--- src/rtl/mem_line_arbiter.sv ---
// mem_line_arbiter: N-port cacheline arbiter in front of a single cacheline
// adapter. One line transaction is outstanding at a time; the grant policy
// is round-robin or fixed priority, and every output comes from a register.
module mem_line_arbiter #(
  parameter int N_PORTS       = 2,
  parameter int LINE_W        = 256,
  parameter int ADDR_W        = 32,
  parameter int PRIORITY_MODE = 0,
  localparam int ID_W         = (N_PORTS > 2) ? $clog2(N_PORTS) : 1
) (
  input  logic                       clk,
  input  logic                       rst,
  input  logic [N_PORTS-1:0]         req_read,
  input  logic [N_PORTS-1:0]         req_write,
  input  logic [N_PORTS*ADDR_W-1:0]  req_address,
  input  logic [N_PORTS*LINE_W-1:0]  req_wdata,
  output logic [N_PORTS-1:0]         req_resp,
  output logic [LINE_W-1:0]          req_rdata,
  output logic [ADDR_W-1:0]          mem_address,
  output logic                       mem_read,
  output logic                       mem_write,
  output logic [LINE_W-1:0]          mem_line_write,
  input  logic [LINE_W-1:0]          mem_line_read,
  input  logic                       mem_resp,
  output logic                       busy,
  output logic [ID_W-1:0]            grant_id
);

  typedef enum logic [1:0] {IDLE, BUSY, DONE} state_t;

  state_t              state, state_next;
  logic [ID_W-1:0]     last_grant, last_grant_next;
  logic [ID_W-1:0]     grant_id_next;
  logic [ADDR_W-1:0]   mem_address_next;
  logic [LINE_W-1:0]   mem_line_write_next;
  logic                mem_read_next, mem_write_next;
  logic [LINE_W-1:0]   req_rdata_next;
  logic [N_PORTS-1:0]  req_resp_next;
  logic                busy_next;

  // Per-port views of the flattened address and write-data buses.
  logic [ADDR_W-1:0]   addr_arr  [N_PORTS];
  logic [LINE_W-1:0]   wdata_arr [N_PORTS];
  logic [N_PORTS-1:0]  req_any;

  generate
    for (genvar gi = 0; gi < N_PORTS; gi++) begin : g_unpack
      assign addr_arr[gi]  = req_address[gi*ADDR_W +: ADDR_W];
      assign wdata_arr[gi] = req_wdata[gi*LINE_W +: LINE_W];
    end
  endgenerate

  assign req_any = req_read | req_write;

  logic            found;
  logic [ID_W-1:0] winner;

  // Winner selection. Both loops run from the lowest-precedence candidate to
  // the highest so the last hit (highest precedence) is the one that sticks.
  always_comb begin
    logic [ID_W-1:0] cand;
    int              idx;
    found  = 1'b0;
    winner = '0;
    cand   = '0;
    idx    = 0;
    if (PRIORITY_MODE != 0) begin
      for (int i = N_PORTS - 1; i >= 0; i--) begin
        cand = ID_W'(i);
        if (req_any[cand]) begin
          found  = 1'b1;
          winner = cand;
        end
      end
    end else begin
      for (int off = N_PORTS; off >= 1; off--) begin
        idx  = (int'(last_grant) + off) % N_PORTS;
        cand = ID_W'(idx);
        if (req_any[cand]) begin
          found  = 1'b1;
          winner = cand;
        end
      end
    end
  end

  // Next-state and next-output logic; outputs hold unless a state changes them.
  always_comb begin
    state_next          = state;
    last_grant_next     = last_grant;
    grant_id_next       = grant_id;
    mem_address_next    = mem_address;
    mem_line_write_next = mem_line_write;
    mem_read_next       = mem_read;
    mem_write_next      = mem_write;
    req_rdata_next      = req_rdata;
    req_resp_next       = '0;
    busy_next           = busy;
    case (state)
      IDLE: begin
        if (found) begin
          state_next          = BUSY;
          grant_id_next       = winner;
          if (PRIORITY_MODE == 0) last_grant_next = winner;
          mem_address_next    = addr_arr[winner];
          mem_line_write_next = wdata_arr[winner];
          // A port raising both read and write is serviced as a write.
          mem_write_next      = req_write[winner];
          mem_read_next       = ~req_write[winner];
          busy_next           = 1'b1;
        end
      end
      BUSY: begin
        if (mem_resp) begin
          if (!mem_write) req_rdata_next = mem_line_read;
          mem_read_next           = 1'b0;
          mem_write_next          = 1'b0;
          req_resp_next[grant_id] = 1'b1;
          state_next              = DONE;
        end
      end
      DONE: begin
        state_next = IDLE;
        busy_next  = 1'b0;
      end
      default: begin
        state_next     = IDLE;
        mem_read_next  = 1'b0;
        mem_write_next = 1'b0;
        busy_next      = 1'b0;
      end
    endcase
  end

  // State and output registers; reset aborts any transaction in flight.
  always_ff @(posedge clk or posedge rst) begin
    if (rst) begin
      state          <= IDLE;
      last_grant     <= ID_W'(N_PORTS - 1);
      grant_id       <= '0;
      mem_address    <= '0;
      mem_line_write <= '0;
      mem_read       <= 1'b0;
      mem_write      <= 1'b0;
      req_rdata      <= '0;
      req_resp       <= '0;
      busy           <= 1'b0;
    end else begin
      state          <= state_next;
      last_grant     <= last_grant_next;
      grant_id       <= grant_id_next;
      mem_address    <= mem_address_next;
      mem_line_write <= mem_line_write_next;
      mem_read       <= mem_read_next;
      mem_write      <= mem_write_next;
      req_rdata      <= req_rdata_next;
      req_resp       <= req_resp_next;
      busy           <= busy_next;
    end
  end

endmodule

--- config.mk ---
export PLATFORM = sky130hd
export DESIGN_NAME = mem_line_arbiter
export DESIGN_NICKNAME = d
export VERILOG_FILES = /design/src/rtl/mem_line_arbiter.sv
export SDC_FILE = /design/constraint.sdc
export NUM_CORES = 1
export LEC_CHECK = 0
export ABC_AREA = 1
export ABC_CLOCK_PERIOD_IN_PS = 18560
export BUFFER_PORTS_ARGS = -buffer_cell sky130_fd_sc_hd__buf_2
export CAP_MARGIN = 20
export CORE_AREA = 4 4 536 538
export CTS_BUF_LIST = sky130_fd_sc_hd__clkbuf_8
export CTS_CLUSTER_DIAMETER = 120
export DETAILED_ROUTE_END_ITERATION = 16
export DIE_AREA = 0 0 540 542
export SLEW_MARGIN = 20
export SYNTH_ARGS = -nofsm -noshare
export SYNTH_HDL_FRONTEND = slang
export SYNTH_SLANG_ARGS = --single-unit
--- constraint.sdc ---
create_clock -name clk -period 18.56 [get_ports clk]
set_input_delay 3.712 -clock clk [delete_from_list [all_inputs] [get_ports clk]]
set_output_delay 3.712 -clock clk [all_outputs]
set_load 0.05 [all_outputs]
==> impl_metrics.ini <==
[cts]
ctsResizeCount = 0
tritoncts.num_buffers = 113
clockRootBuffer = clkbuf_8
cts.sinks = 553
cts_setup_buffers = 0
clockBufferDepth = 4
h-tree-depth = 3
clkLatencyLatePin_ps = 930
clk_pin_slew_ps = 60
ctsHoldBuffers = 0
tritoncts = done

[min_path]
min_path_type = reg2reg
min-delay-start = req_rdata[214]$_DFFE_PP0P_

[setup_path]
crit_path_start = req_read[1]
ff2ff_setup_slack_ps = 14440
path_max_fanout = 123
cp.arrival_ps = 7170
r2r_end = mem_line_write[2]$_DFFE_PP0P_
r2r-start = state[1]$_DFFE_PP0P_
critPathKind = in2reg
cp-end-kind = flop
critPathLaunchType = input pin
cp.required_ps = 19300
endpoint = mem_line_write[2]$_DFFE_PP0P_
r2r_cells = 8

[routing]
dr_total_vias = 29400
wl_per_cell_um = 24.9
vias_per_cell = 3.45
postRouteAntennaNets = 0
dr.first_iter.drc_count = 2500
dr.pass1.iters = 6
drc = 0
finalWirelength_um = 212000

[synth]
synth_seq_cells = 553
yosysTopAreaCell = dfrtp_1
syn_avg_cell_area_um2 = 7.88
synth.area.top_cells = dfrtp_1 (53%), nand2_1 (20%), nand3_1 (10%)
yosysUniqueCellTypes = 16
yosys_warnings = 0
synth.net_count = 4171
synth_seq_area_share_pct = 52.7
netlist_instances = 3332
synth_top_cell_area_share_pct = 52.6
synth.cell_area_mm2 = 0.0263

[die]
die_area_mm2 = 0.293
initial_core_util_pct = 9.31
core-area_mm2 = 0.282
die_h_um = 542
pin_count = 1389
die_w_um = 540
placementRows = 195

[global_routing]
grt_pass1_wl_um = 271000
grt_usage_pct = 13.8
antenna_found_initial = 285
grt_pass1_vias = 27900
grt_max_degree = 133
grt_overflow = 0

[power_and_ir_drop]
p_per_area_mw_per_mm2 = 220
p_leak_nw = 21.5
vdd_drop_max_v = 0.0000987

[cells_and_area]
final_util_pct = 14.1
final_common_cell = nand2_1
nets = 5469
design_area_mm2 = 0.0397
area_growth_pct = 50.9
layout_common_cells = nand2_1 (1391), buf_2 (1388), dfrtp_1 (552)
drive_gt1_share_pct = 34.1

[timing]
grt_setup_unrepaired = false
final.setup.worst_slack_ps = 12130
finalWorstPathRequiredPeriod_ps = 6430
fin_crit_sh_pct = 34.6
slew_violations = 0
finClkSkew_ps = 133
hold_viol = 0
slew-limit-headroom_pct = 27.4
whs_ps = 461
max_freq_mhz = 156
fin_tns_setup_ps = 0
tightest_slew_ps = 1090
finalSetupViolCount = 0

[place]
place_area_mm2 = 0.0371
gp_congestion = 0.921
place_ws_ps = 11170
dp_hpwl_um = 179000
numPortBuffers = 1388

[run_status]
status = finished clean

[flow_run]
maxCapViolCount = 0
[worst min path at each step]
stage | endpoint | slack, ps | depth (start not counted)
floorplan | last_grant$_DFFE_PP1P_ | 450 | 2
global placement | req_rdata[186]$_DFFE_PP0P_ | 450 | 2
detailed placement | req_rdata[214]$_DFFE_PP0P_ | 450 | 2
CTS | req_resp[0]$_DFF_PP0_ | 470 | 1
global route | req_rdata[172]$_DFFE_PP0P_ | 480 | 2
finish | req_rdata[214]$_DFFE_PP0P_ | 460 | 2
[cells in the mapped netlist (all sizes together)]
cell / count
nand2: 1394
dfrtp: 552
nand3: 548
inv: 296
nand3b: 288
buf: 181
clkbuf: 62
nor2: 7
o21ai: 3
dfstp: 1
[kinds of logic (layout without fill, tap and decap cells)]
group	Yosys count	after routing	share of synthesized area [%]
flops	553	553	52.7
compound gates	3	3	0.0714
other cells	0	55	0
simple gates	2237	2237	38.7
buf+inv	539	1926	8.55
[metal layers]
| layer | share of wire, % | GRT usage (%) | up-vias |
|---|---|---|---|
| met5 | 0.56 | 0 | - |
| met2 | 40 | 20.1 | 1878 |
| met3 | 16 | 9.02 | 628 |
| li1 | - | - | 13100 |
| met1 | 39 | 16.4 | 13600 |
| met4 | 4.3 | 4.48 | 178 |
[sequential cells by signal, summed over array words and instances, names as in the netlist]
name            flops
mem_read            1
mem_address        32
grant_id            1
busy                1
req_resp            2
req_rdata         256
state               2
last_grant          1
mem_write           1
mem_line_write    256
[per-stage QoR]
step / std cells / power, mW
after detailed placement: 8258 / 7.39
after global routing: 8484 / 9.23
final: 8517 / 8.71
after global placement: 8258 / 7.36
after CTS: 8462 / 8.85
after floorplan: 3332 / 5.44
[power by group]
part / switching [mW] / internal, mW / total [mW] / leakage, nW
Sequential: 0.353 / 1.80 / 2.16 / 6.79
Clock: 0.645 / 0.754 / 1.40 / 1.34
Combinational: 4.22 / 0.937 / 5.15 / 13.4
[worst max-delay path, cell delays in order]
cell	delay (ps)
buf_2	160
nor2_1	150
nand2_1	130
nand2_4	110
inv_8	420
buf_4	570
buf_4	650
buf_4	720
nand3_1	170
nand2_1	100
[layout make-up]
| type | count | area, µm² |
|---|---|---|
| clock buffer | 134 | 1840 |
| clock inverter | 70 | 523 |
| antenna | 55 | 138 |
| multi-input combinational | 2240 | 10200 |
| fill | 32700 | 242000 |
| timing repair buffer | 1426 | 7260 |
| tap | 3743 | 4680 |
| sequential | 553 | 13800 |
| inverter | 296 | 1130 |
Power figures use the tool's default switching activity.
